$ cat config.mk
export PLATFORM = sky130hd
export DESIGN_NAME = hazard_unit
export DESIGN_NICKNAME = d
export VERILOG_FILES = /design/src/rtl/core_pkg.sv /design/src/rtl/forward_sel.sv /design/src/rtl/hazard_unit.sv
export SDC_FILE = /design/constraint.sdc
export NUM_CORES = 1
export LEC_CHECK = 0
export CAP_MARGIN = 25
export CORE_MARGIN = 2
export CORE_UTILIZATION = 40
export CTS_CLUSTER_SIZE = 24
export DETAILED_ROUTE_END_ITERATION = 6
export SYNTH_ARGS = -nofsm -noshare
export SYNTH_HDL_FRONTEND = slang
export SYNTH_SLANG_ARGS = --single-unit
$ cat constraint.sdc
create_clock -name clk -period 4.75 [get_ports clk]
set_clock_uncertainty 0.15 [all_clocks]
set_input_delay 0.475 -clock clk [delete_from_list [all_inputs] [get_ports clk]]
set_output_delay 0.475 -clock clk [all_outputs]
set_load 0.01 [all_outputs]
$ cat src/rtl/core_pkg.sv
// Shared encodings for the RV32I core: register index width, result_src
// control-word values and forwarding-mux selects.
package core_pkg;

    localparam int REG_AW = 5;

    localparam logic [1:0] RESULT_SRC_ALU  = 2'b00;
    localparam logic [1:0] RESULT_SRC_LOAD = 2'b01;
    localparam logic [1:0] RESULT_SRC_PC4  = 2'b10;

    localparam logic [1:0] FWD_REG = 2'b00;
    localparam logic [1:0] FWD_WB  = 2'b01;
    localparam logic [1:0] FWD_MEM = 2'b10;

endpackage

$ cat src/rtl/forward_sel.sv
// Per-operand forwarding select: the youngest in-flight writer (MEM) wins over
// WB, and x0 is never forwarded.
module forward_sel
    import core_pkg::*;
#(
    parameter int REG_AW = core_pkg::REG_AW
) (
    input  logic [REG_AW-1:0] rs_e,
    input  logic [REG_AW-1:0] rd_m,
    input  logic              regwrite_m,
    input  logic [REG_AW-1:0] rd_w,
    input  logic              regwrite_w,
    output logic [1:0]        fwd
);

    logic hit_m;
    logic hit_w;

    assign hit_m = regwrite_m && (rd_m != '0) && (rd_m == rs_e);
    assign hit_w = regwrite_w && (rd_w != '0) && (rd_w == rs_e);

    always_comb begin
        fwd = FWD_REG;
        if (hit_m) begin
            fwd = FWD_MEM;
        end else if (hit_w) begin
            fwd = FWD_WB;
        end
    end

endmodule

$ cat src/rtl/hazard_unit.sv
// Hazard control for the 5-stage RV32I pipeline: shadows the control word
// through E/M/W and derives stall, flush and forwarding selects.
module hazard_unit
    import core_pkg::*;
#(
    parameter int REG_AW       = core_pkg::REG_AW,
    parameter int RESULT_SRC_W = 2
) (
    input  logic                    clk,
    input  logic                    reset,
    input  logic [REG_AW-1:0]       rs1_d,
    input  logic [REG_AW-1:0]       rs2_d,
    input  logic [REG_AW-1:0]       rd_d,
    input  logic                    regwrite_d,
    input  logic [RESULT_SRC_W-1:0] result_src_d,
    input  logic                    pc_src_e,
    input  logic                    mem_wait,
    output logic                    stall_f,
    output logic                    stall_d,
    output logic                    stall_e,
    output logic                    stall_m,
    output logic                    flush_d,
    output logic                    flush_e,
    output logic                    flush_w,
    output logic [1:0]              forward_a_e,
    output logic [1:0]              forward_b_e
);

    logic [REG_AW-1:0]       rs1_e;
    logic [REG_AW-1:0]       rs2_e;
    logic [REG_AW-1:0]       rd_e;
    logic                    regwrite_e;
    logic [RESULT_SRC_W-1:0] result_src_e;

    logic [REG_AW-1:0]       rd_m;
    logic                    regwrite_m;
    logic [RESULT_SRC_W-1:0] result_src_m;

    logic [REG_AW-1:0]       rd_w;
    logic                    regwrite_w;

    logic lwstall;

    assign lwstall = (result_src_e == RESULT_SRC_LOAD) && (rd_e != '0)
                     && ((rd_e == rs1_d) || (rd_e == rs2_d));

    // Priority: mem_wait freezes everything, then a taken branch, then load-use.
    always_comb begin
        stall_f = 1'b0;
        stall_d = 1'b0;
        stall_e = 1'b0;
        stall_m = 1'b0;
        flush_d = 1'b0;
        flush_e = 1'b0;
        flush_w = 1'b0;
        if (mem_wait) begin
            stall_f = 1'b1;
            stall_d = 1'b1;
            stall_e = 1'b1;
            stall_m = 1'b1;
            flush_w = 1'b1;
        end else if (pc_src_e) begin
            flush_d = 1'b1;
            flush_e = 1'b1;
        end else if (lwstall) begin
            stall_f = 1'b1;
            stall_d = 1'b1;
            flush_e = 1'b1;
        end
    end

    always_ff @(posedge clk) begin
        if (reset) begin
            rs1_e        <= '0;
            rs2_e        <= '0;
            rd_e         <= '0;
            regwrite_e   <= 1'b0;
            result_src_e <= '0;
            rd_m         <= '0;
            regwrite_m   <= 1'b0;
            result_src_m <= '0;
            rd_w         <= '0;
            regwrite_w   <= 1'b0;
        end else begin
            if (!stall_e) begin
                if (flush_e) begin
                    rs1_e        <= '0;
                    rs2_e        <= '0;
                    rd_e         <= '0;
                    regwrite_e   <= 1'b0;
                    result_src_e <= '0;
                end else begin
                    rs1_e        <= rs1_d;
                    rs2_e        <= rs2_d;
                    rd_e         <= rd_d;
                    regwrite_e   <= regwrite_d;
                    result_src_e <= result_src_d;
                end
            end
            if (!stall_m) begin
                rd_m         <= rd_e;
                regwrite_m   <= regwrite_e;
                result_src_m <= result_src_e;
            end
            if (flush_w) begin
                rd_w       <= '0;
                regwrite_w <= 1'b0;
            end else begin
                rd_w       <= rd_m;
                regwrite_w <= regwrite_m;
            end
        end
    end

    forward_sel #(.REG_AW(REG_AW)) u_fwd_a (
        .rs_e       (rs1_e),
        .rd_m       (rd_m),
        .regwrite_m (regwrite_m),
        .rd_w       (rd_w),
        .regwrite_w (regwrite_w),
        .fwd        (forward_a_e)
    );

    forward_sel #(.REG_AW(REG_AW)) u_fwd_b (
        .rs_e       (rs2_e),
        .rd_m       (rd_m),
        .regwrite_m (regwrite_m),
        .rd_w       (rd_w),
        .regwrite_w (regwrite_w),
        .fwd        (forward_b_e)
    );

endmodule

# == Word-level counts from Yosys, hierarchy flattened ==
# Cells that the tools add are included.
# op_classes
muxes,17
n_bitwise,0
n_reduce_logical,13
div,0
n_eq_ne,7
add_sub_neg,0
order_cmp,0
mul,0
shifts,0
# op_table
cell,count
5-bit equality test,6
5-bit 2-to-1 mux,3
5-bit nonzero test,3
1-bit 2-to-1 mux,11
1-bit logical AND,8
2-bit 2-to-1 mux,3
2-bit by 1-bit equality test with 1-bit output (second input constant),1
2-bit OR reduction,1
1-bit logical OR,1
# word_totals
ff_bits,30
n_memories,0
latchBits,0
mem_bits_ro,0
word_cells,46
ramBits,0
output_inout_bits,11
input_bits,22

# == Logic depth before layout (Yosys ltp) ==
# Gate-level depths: netlist of run 1.
# logic_depth
depth_word,7
mapped_depth,6

# == Cells and area by module ==
# Synthesis of run 1 repeated with hierarchy kept, for this count alone.
# unflattened
hier_cells,185
area_unflattened_um2,1621.6
# by_module_without_submodules
module,area_each_um2,instances,seq_area_each_um2,cells_per_inst
hazard_unit,1303.8,1,600.6,143
forward_sel,158.9,2,0.0,21

# == Worst setup path after synthesis of run 1 ==
# Ideal clock, no wire load.
# synth_timing
kind,reg-to-output
startpoint,register rd_e[0]
endpoint,output port stall_f
path_stages_with_launch,7
n_path_buf,2
path_slack_ns,2.578
arrival_time_ns,1.547
path_cell_list,dfxtp_1 > or4_1 > o21ai_2 > buf_4 > nor2_1 > a21o_1 > buf_4
# synth_via
elab_chain_len,6
# synth_rtl
item,line,rtl
"start, declared",hazard_unit.sv:31,logic [REG_AW-1:0] rd_e;
"start signal, assigned",hazard_unit.sv:95,rd_e <= rd_d;
5-bit equality test or 5-bit nonzero test (tied branches),"hazard_unit.sv:45, hazard_unit.sv:44",
1-bit logical OR or 1-bit logical AND (tied branches),"hazard_unit.sv:45, hazard_unit.sv:44",
1-bit logical AND *,hazard_unit.sv:45,&& ((rd_e == rs1_d) || (rd_e == rs2_d));
1-bit 2-to-1 mux * (3 in a row),n/a,
"end, declared",hazard_unit.sv:18,"output logic stall_f,"
# Every way passes the cells marked *; elsewhere a longest branch is shown, timed or not.

# == Worst setup path in the final report of run 1 ==
# layout_timing
startpoint,input port rs2_d[0]
endpoint,output port stall_f
# layout_via
elab_chain_len,6
# layout_rtl
item,line,rtl
"start, declared",hazard_unit.sv:12,"input logic [REG_AW-1:0] rs2_d,"
5-bit equality test,hazard_unit.sv:45,
1-bit logical OR,hazard_unit.sv:45,
1-bit logical AND,hazard_unit.sv:45,
1-bit 2-to-1 mux,hazard_unit.sv:65,end else if (lwstall) begin
1-bit 2-to-1 mux,hazard_unit.sv:62,end else if (pc_src_e) begin
1-bit 2-to-1 mux,hazard_unit.sv:56,if (mem_wait) begin
# No other way between the ends.

==> results.md, run 1 <==
- Outcome: complete, no violations
- Final nets: 224
- Post-CTS setup buffer count: 0
- Wirelength per Cell: 14.7 µm
- Mapped Area: 1590 µm²
- Fill count: 362
- Max-slew violations: 0
- DP HPWL: approximately 2800 µm
- Vias post-DR: 1354
- Relative slew slack: 47.1%
- Area after DPL: approximately 1900 µm²
- GRT Total Usage: a little under a fifth
- CTS Root Cell: clkbuf_8
- Ports: 33
- Synth cell types: 21
- Number of gates resized after cts: 0
- DRT met1 WL: 1730 µm
- Seq/Total Area, Yosys: 37.7%
- RSZ-0062 raised after global routing: no
- Initial antenna violation count: 0
- Setup TNS: 0 ps
- First-pass DRT Iterations: 4
- Power Total: 625 µW
- DIE AREA: between 4000 and 5000 µm²
- ANT nets after route: 0
- Gp weighted congestion: 0.817
- Yosys warns: 0
- Top cells by area, synth: dfxtp_1 38%, a32oi_1 9.9%, xnor2_1 8.8%
- CP startpoint kind: input port
- Cells after synthesis: around 180
- Cell Rows: 22
- Avg Inst Size Synth: between 9 and 10 µm²
- Worst Path Arrival: 2820 ps
- Clock H-tree levels: 2
- First-pass GRT wire length: 6330 µm
- Hold_buf cts: 0
- Die Y: 67.1 µm
- Largest net degree at the start of global routing: 33
- Starting DRT DRC Count: 46
- Share of cells above drive strength 1: about a tenth
- Leak: 0.000785 µW
- FMAX: 0.290 GHz
- Min cycle time layout: about 3400 ps
- Worst EP required: roughly 4000 ps
- Clock Path Buffers: 2
- Routed vias/inst: 5.39
- Setup CP Type: input port to output pin
- Global route total overflow: 0
- Hold Crit Class: register to register
- Routed met3 length: roughly 150 µm
- Layout Utilization: 54.1%
- Final setup fails: 0
- Most frequent cells in the layout: 32 x clkdlybuf4s50_1, 30 x dfxtp_1, 20 x nand2_1
- Slew @ Worst Pin: 794 ps
- Maximum VDD drop: 0.000174 V
- Final Hold Fails: 0
- Endpoint class of the critical path: output pin
- CTS buffer count: 5
- Post-route DRC: 0
- Syn_nets: 199
- Peak fanout along the critical path: 11
- DR top layer: met4
- Area share of the largest cell type after synthesis: 37.7%
- Crit share post-route: 72.6%
- Final instance area: approximately 2000 µm²
- Skew-Pair Late Insertion Delay: about 280 ps
- Ant. Diodes: 0
- Clk slew on worst S/H paths: around 60 ps
- Top cell type by total area after synthesis: dfxtp_1
- Max cap viols: 0
- Initial Util: ~43%
- CTS Sinks: 30
- IO Port Bufs: 32
- Area of the core: 3740 µm²
- Die Width: 67.1 µm
- Power Density: 309 nW/µm²
- Synth Register Bits: 30
- CTS tree: yes
- Vias in the first global route: 1285
- Most common cell after layout, fill and taps aside: clkdlybuf4s50_1
- Layout area overhead: 27.1%
- Final WL: 3680 µm
- Met2 WL: 1750 µm
## path summary, 6_finish.rpt
check        depth (start not counted)             from  slack (ps)               to
max                                  7         rs2_d[0]        1300          stall_f
min                                  2  result_src_e[0]         320  result_src_e[0]
max reg2reg                          4          rd_e[0]        2600         rs1_e[0]
min reg2reg                          2  result_src_e[0]         320  result_src_e[0]
## power by group
group | internal, µW | switching [µW] | total, µW
clock network | 146 | 91.3 | 237
registers | 266 | 20.0 | 286
logic | 54.3 | 47.0 | 101
total | 467 | 158 | 625
## cell usage after synthesis (all sizes together)
cell type and n:
nand3 4, dfxtp 30, or4 5, xor2 14, o21ai 21, and2 6, nor4 4, nor3 1
nand2 20, a32oi 18, mux2i 6, nor2 9, a21o 2, o22ai 1, nor2b 3, buf 9
xnor2 16, clkbuf 8
## layout make-up
| type | count | area [µm²] | share of cell area (%) |
|---|---|---|---|
| clock buffer | 8 | 110 | 5.44 |
| tap | 48 | 60.1 | 2.96 |
| multi-input combinational | 130 | 905 | 44.7 |
| timing repair buffer | 35 | 350 | 17.3 |
| sequential | 30 | 601 | 29.6 |
## critical path: stages
cell             delay, ps
clkdlybuf4s50_1        540
xnor2_1                150
nand3_1                 90
o22ai_1                570
buf_4                  310
a21o_1                 150
clkdlybuf4s50_1        540
## per-layer routing
metal  GRT usage [%]  up-vias
li1                -      677
met1            24.9      638
met2            30.6       32
met3            5.07        7
met4            6.12        0
met5               0        -
## registers in the layout, indices dropped and copies added, names as in the netlist
name,flops
rd_w,5
regwrite_w,1
rs1_e,5
rd_m,5
regwrite_e,1
rd_e,5
result_src_e,2
regwrite_m,1
rs2_e,5
## kinds of logic after synthesis
kind of cell	after synthesis	share of synthesized area (%)
xor gates and xnor gates	30	16.5
AOI/OAI and AO/OA	42	18.3
muxes	6	3.77
DFF	30	37.7
and+or+nand+nor	52	17.8
buffers and inverters	17	5.97
## metrics by stage
stage               cells  setup WS [ps]  hold slack (ps)
finish                251           1300              325
global route          251           1180              364
CTS                   251           1310              329
detailed placement    243           1330              314
global placement      242           1350              310
floorplan             177           2580              284
Power figures use the tool's default switching activity.
==> run 2: changes to the inputs <==
==> constraint.sdc (replaced) <==
create_clock -name clk -period 3.4 [get_ports clk]
set_clock_uncertainty 0.15 [all_clocks]
set_input_delay 0.34 -clock clk [delete_from_list [all_inputs] [get_ports clk]]
set_output_delay 0.34 -clock clk [all_outputs]
set_load 0.01 [all_outputs]
==> run 2 against run 1 <==
Core utilization did not move; clock power rose by 39%; cell area did not move; worst setup slack got worse by 690 ps; global-route usage rose by 0.28 points; clock-buffer cell count did not move; critical path depth fell by 2; critical path type is now register to output pin.
==> results.md, run 2 (synthesis gave the netlist of run 1 again) <==
- Hold Crit Class: register to register
- Largest stage delay, worst path: 570 ps (about the same)
- Area of the core: 3740 µm² (unchanged)
- Most frequent cells in the layout: 32 x clkdlybuf4s50_1, 30 x dfxtp_1, 20 x nand2_1
- Cell Rows: 22 (unchanged)
- Worst path cell trace: or4_1 > o21ai_2 > nor4_2 > nor4_2 > clkdlybuf4s50_1
- Max cap viols: 0 (unchanged)
- Hold_buf cts: 0 (unchanged)
- CTS buffer count: 5 (unchanged)
- Initial Util: 42.6% (unchanged)
- Final instance area: 2030 µm² (unchanged)
- WP buf/inv: 1 (-2)
- Layout area overhead: 27.1% (unchanged)
- Final Hold Fails: 0 (unchanged)
- Worst path depth: 5 (-2)
- Most common cell after layout, fill and taps aside: clkdlybuf4s50_1
- Fill count: 351 (-3.0%)
- Die Width: 67.1 µm (unchanged)
- Initial antenna violation count: 0 (unchanged)
- Crit share post-route: about four fifths
- Register share of total power: 45.8% (about the same)
- Wirelength per Cell: 15.0 µm (+2.2%)
- FF-to-FF setup slack: 1590 ps (-1010 ps)
- Area after DPL: 1920 µm² (unchanged)
- Clock H-tree levels: 2 (unchanged)
- Slew @ Worst Pin: 668 ps (-126 ps)
- Endpoint class of the critical path: output pin
- Critical path's top delay family: simple AND/OR/NAND/NOR gates
- Vias post-DR: 1349 (-0.37%)
- ANT nets after route: 0 (unchanged)
- Global route total overflow: 0 (unchanged)
- Post-route DRC: 0 (unchanged)
- Skew-Pair Late Insertion Delay: 270 ps (about the same)
- CP Capture Point: forward_a_e[0]
- Final setup fails: 0 (unchanged)
- Number of gates resized after cts: 0 (unchanged)
- Min cycle time layout: 2790 ps
- Clock Path Buffers: 2 (unchanged)
- Post-CTS setup buffer count: 0 (unchanged)
- Combinational group share of total power: 16.4% (+0.2 points)
- Sequential Area: 601 µm² (unchanged)
- Crit path from: rd_m[4]
- Setup CP Type: register to output pin
- Maximum VDD drop: 0.000276 V (+58%)
- IO Port Bufs: 32 (unchanged)
- CTS tree: yes
- Ant. Diodes: 0 (unchanged)
- Setup TNS: 0 ps (unchanged)
- RSZ-0062 raised after global routing: no
- CTS Root Cell: clkbuf_8
- Layout Utilization: 54.1% (unchanged)
- Peak fanout along the critical path: 5 (-6)
- Max-slew violations: 0 (unchanged)
- Relative slew slack: 55.3% (+8.3 points)
- First-pass GRT wire length: 6530 µm (+3.2%)
- Reg2reg start: rd_e[1]
- Starting DRT DRC Count: 79 (+72%)
- Worst Hold Path Cells: 2 (unchanged)
- Leak: 0.000787 µW (+0.29%)
- RR Endpoint: rs2_e[1]
- Hold Slack: 324 ps (-0.739 ps)
- Switching Fraction: 25.3% (-0.041 points)
- Power Density: 431 nW/µm² (+40%)
- Share of cells above drive strength 1: 9.80% (+0.44 points)
- DIE AREA: 4510 µm² (unchanged)
- Worst EP required: 2910 ps (-1210 ps)
- Ports: 33 (unchanged)
- Clock network power share: 37.8% (-0.2 points)
- FMAX: 0.359 GHz
- DP HPWL: 2790 µm (-0.49%)
- Final WL: 3780 µm (+2.6%)
- Die Y: 67.1 µm (unchanged)
- Largest net degree at the start of global routing: 37 (+12%)
- Internal power: 652 µW (+40%)
- Crit path top cell by count: nor4_2
- Clk slew on worst S/H paths: 60 ps (about the same)
- Routed vias/inst: 5.35 (-0.76%)
- Switch Pwr: 221 µW (+39%)
- Critical path's slowest cell: clkdlybuf4s50_1
- Gp weighted congestion: 0.824 (+0.75%)
- CTS Sinks: 30 (unchanged)
- Outcome: complete, no violations
- R2R cell count: 5 (+1)
- GRT Total Usage: 19.4% (+0.28 points)
- CP startpoint kind: register
- Multi-input logic area: 905 µm² (unchanged)
- Final nets: 225 (+0.45%)
- First-pass DRT Iterations: 4 (unchanged)
- Worst Path Arrival: 2300 ps (-520 ps)
- Vias in the first global route: 1372 (+6.8%)
run 2: per-layer routing:
layer / track usage, % / vias to the layer above / share of wire (%)
li1: - / 682 / -
met1: 24.8 / 631 / 48
met2: 32.1 / 31 / 47
met3: 5.07 / 5 / 4.2
met4: 5.36 / 0 / 0.77
met5: 0 / - / 0
run 2: cell type report:
cell class                 instances  share of cell area (%)
clock buffer                       8                    5.44
multi-input combinational        130                    44.7
tap                               48                    2.96
timing repair buffer              36                    17.3
sequential                        30                    29.6
run 2: worst min-delay path by stage:
stage | startpoint | endpoint | slack, ps
floorplan | result_src_e[0] | result_src_e[0] | 280
global placement | result_src_e[0] | result_src_e[0] | 300
detailed placement | result_src_e[0] | result_src_e[0] | 310
CTS | result_src_e[0] | result_src_e[0] | 330
global route | result_src_e[1] | result_src_e[1] | 370
finish | result_src_e[0] | result_src_e[0] | 320
run 2: through the flow:
step                      instances  setup slack [ps]  total power [µW]
after floorplan                 177              1360               490
after global placement          244               773               546
after detailed placement        244               744               550
after CTS                       252               606               883
after global routing            252               470               919
final                           252               613               873
run 2: worst min-delay path: stages, from the launching register on:
cell and delay [ps]:
dfxtp_1 320, a32oi_1 50, o21ai_1 60
run 2: power by group through the flow:
| stage | sequential, µW | clock (µW) | combinational, µW |
|---|---|---|---|
| after floorplan | 398 | 0 | 91.5 |
| after global placement | 408 | 0 | 138 |
| after detailed placement | 408 | 0 | 142 |
| after CTS | 400 | 340 | 143 |
| after global routing | 403 | 358 | 158 |
| final | 400 | 330 | 143 |
==> variant, RTL diff (flow settings as in run 2) <==
Set the package constant `REG_AW` to 4 (it was 5).
--- a/src/rtl/core_pkg.sv
+++ b/src/rtl/core_pkg.sv
@@ -2,7 +2,7 @@
 // control-word values and forwarding-mux selects.
 package core_pkg;
 
-    localparam int REG_AW = 5;
+    localparam int REG_AW = 4;
 
     localparam logic [1:0] RESULT_SRC_ALU  = 2'b00;
     localparam logic [1:0] RESULT_SRC_LOAD = 2'b01;
Ports: changed (resized rd_d, rs1_d and rs2_d); port bits go from 33 to 30. The function was not compared with the original's and may differ.
==> variant against run 2 <==
  * Final area down 21%
  * Setup slack lost 0.096 ns
  * Wire length down 31%
  * Count of clock-buffer cells in the layout shrank 4
  * Power is 39% lower
  * Non-clock buffer count is 4 lower
  * Synthesized area down 20%
  * Sequential cell count down 5
  * Largest cell class unchanged
==> variant: results (changes against run 2) <==
{| class="wikitable"
! Metric !! Value
|-
| Run status || finished, final reports clean
|-
| Routed length on met3 || 86 µm (-46%)
|-
| CP peak stage delay || 0.53 ns (-0.04 ns)
|-
| Biggest area contributors in the synthesized netlist || sky130_fd_sc_hd__dfxtp_1 39%, sky130_fd_sc_hd__xnor2_1 16%, sky130_fd_sc_hd__o21ai_2 6.9%
|-
| H-tree level count || 1 (-1)
|-
| DRC marker count from the first detailed-route iteration || 17 (-78%)
|-
| GR Util met3 || 0.0320 (-0.0187)
|-
| Launching instance or port of the critical path || rs2_d[0]
|-
| Minimum period implied by the final worst setup slack || 2.88 ns (+0.0959 ns)
|-
| Placer's final routability congestion estimate || 0.701 (-15%)
|-
| Internal power contribution || 0.000398 W (-39%)
|-
| Distinct cell type count after synthesis || 23 (+9.5%)
|-
| Worst setup slack before clock tree synthesis || 0.500 ns (-0.244 ns)
|-
| GR Layer Usage met1 || 0.231 (-0.0169)
|-
| Detailed-router iteration count before antenna repair || 2 (-2)
|-
| Wire length of the first global-routing pass || 4.69 mm (-28%)
|-
| Largest voltage drop on the vdd net || 0.163 mV (-41%)
|-
| Placed instance area || 1570 µm² (-18%)
|-
| Clk power || 0.000132 W (-60%)
|-
| Final net count || 186 (-17%)
|-
| Worst reg2reg path startpoint || rd_e[0]
|-
| Comb group || 0.0000865 W (-40%)
|-
| Global-route met2 utilization || 0.272 (-0.0488)
|-
| GRT Resource Usage Total || 0.172 (-0.0215)
|-
| CTS root buffer || sky130_fd_sc_hd__clkbuf_4
|-
| Half-perimeter wire length after placement || 2.04 mm (-27%)
|-
| Pleak || 0.531 nW (-33%)
|-
| Maximum number of pins on one net before global-route repair || 21 (-43%)
|-
| Slew at the pin closest to its max-slew limit || 0.518 ns (-0.149 ns)
|-
| Hold Startpoint || regwrite_e
|-
| Source-to-sink clock delay at the later pin of the worst-skew pair || 0.32 ns (+0.05 ns)
|-
| FF-to-FF setup slack || 1.43 ns (-0.16 ns)
|-
| Vias in the first global route || 995 (-27%)
|-
| Number of buffers added by the clock tree synthesis step || 3 (-2)
|-
| Detailed Route WL || 2.61 mm (-31%)
|-
| Sink of the worst hold path || regwrite_e
|-
| Seq/Total Area, Yosys || 0.392 (+0.0150)
|-
| Layout cell share with drive strength beyond 1 || 0.114 (+0.0164)
|}
## variant: through the flow
| step | hold WS, ns | total power [W] | cells |
|---|---|---|---|
| 5_1_grt | 0.347 | 0.000560 | 210 |
| 4_1_cts | 0.323 | 0.000536 | 210 |
| 6_report | 0.318 | 0.000531 | 210 |
| 3_3_place_gp | 0.293 | 0.000405 | 206 |
| 2_1_floorplan | 0.262 | 0.000367 | 142 |
| 3_5_place_dp | 0.299 | 0.000407 | 206 |
## variant: cell families (layout without fill, tap and decap cells)
kind of cell,count (synthesis),count (layout),share of synthesized area
mux,5,5,0.0392
flops,25,25,0.392
simple gates,54,54,0.201
compound gates,20,20,0.138
buf+inv,14,38,0.0656
xor+xnor,24,24,0.165
## variant: cell type report
type                    instances  area [µm²]
clock buffers                   4        26.3
fillers                       324        1460
inverters                       2        7.51
multi-input cells             103         693
flip-flops and latches         25         500
well taps                      44        55.1
repair buffers                 32         313
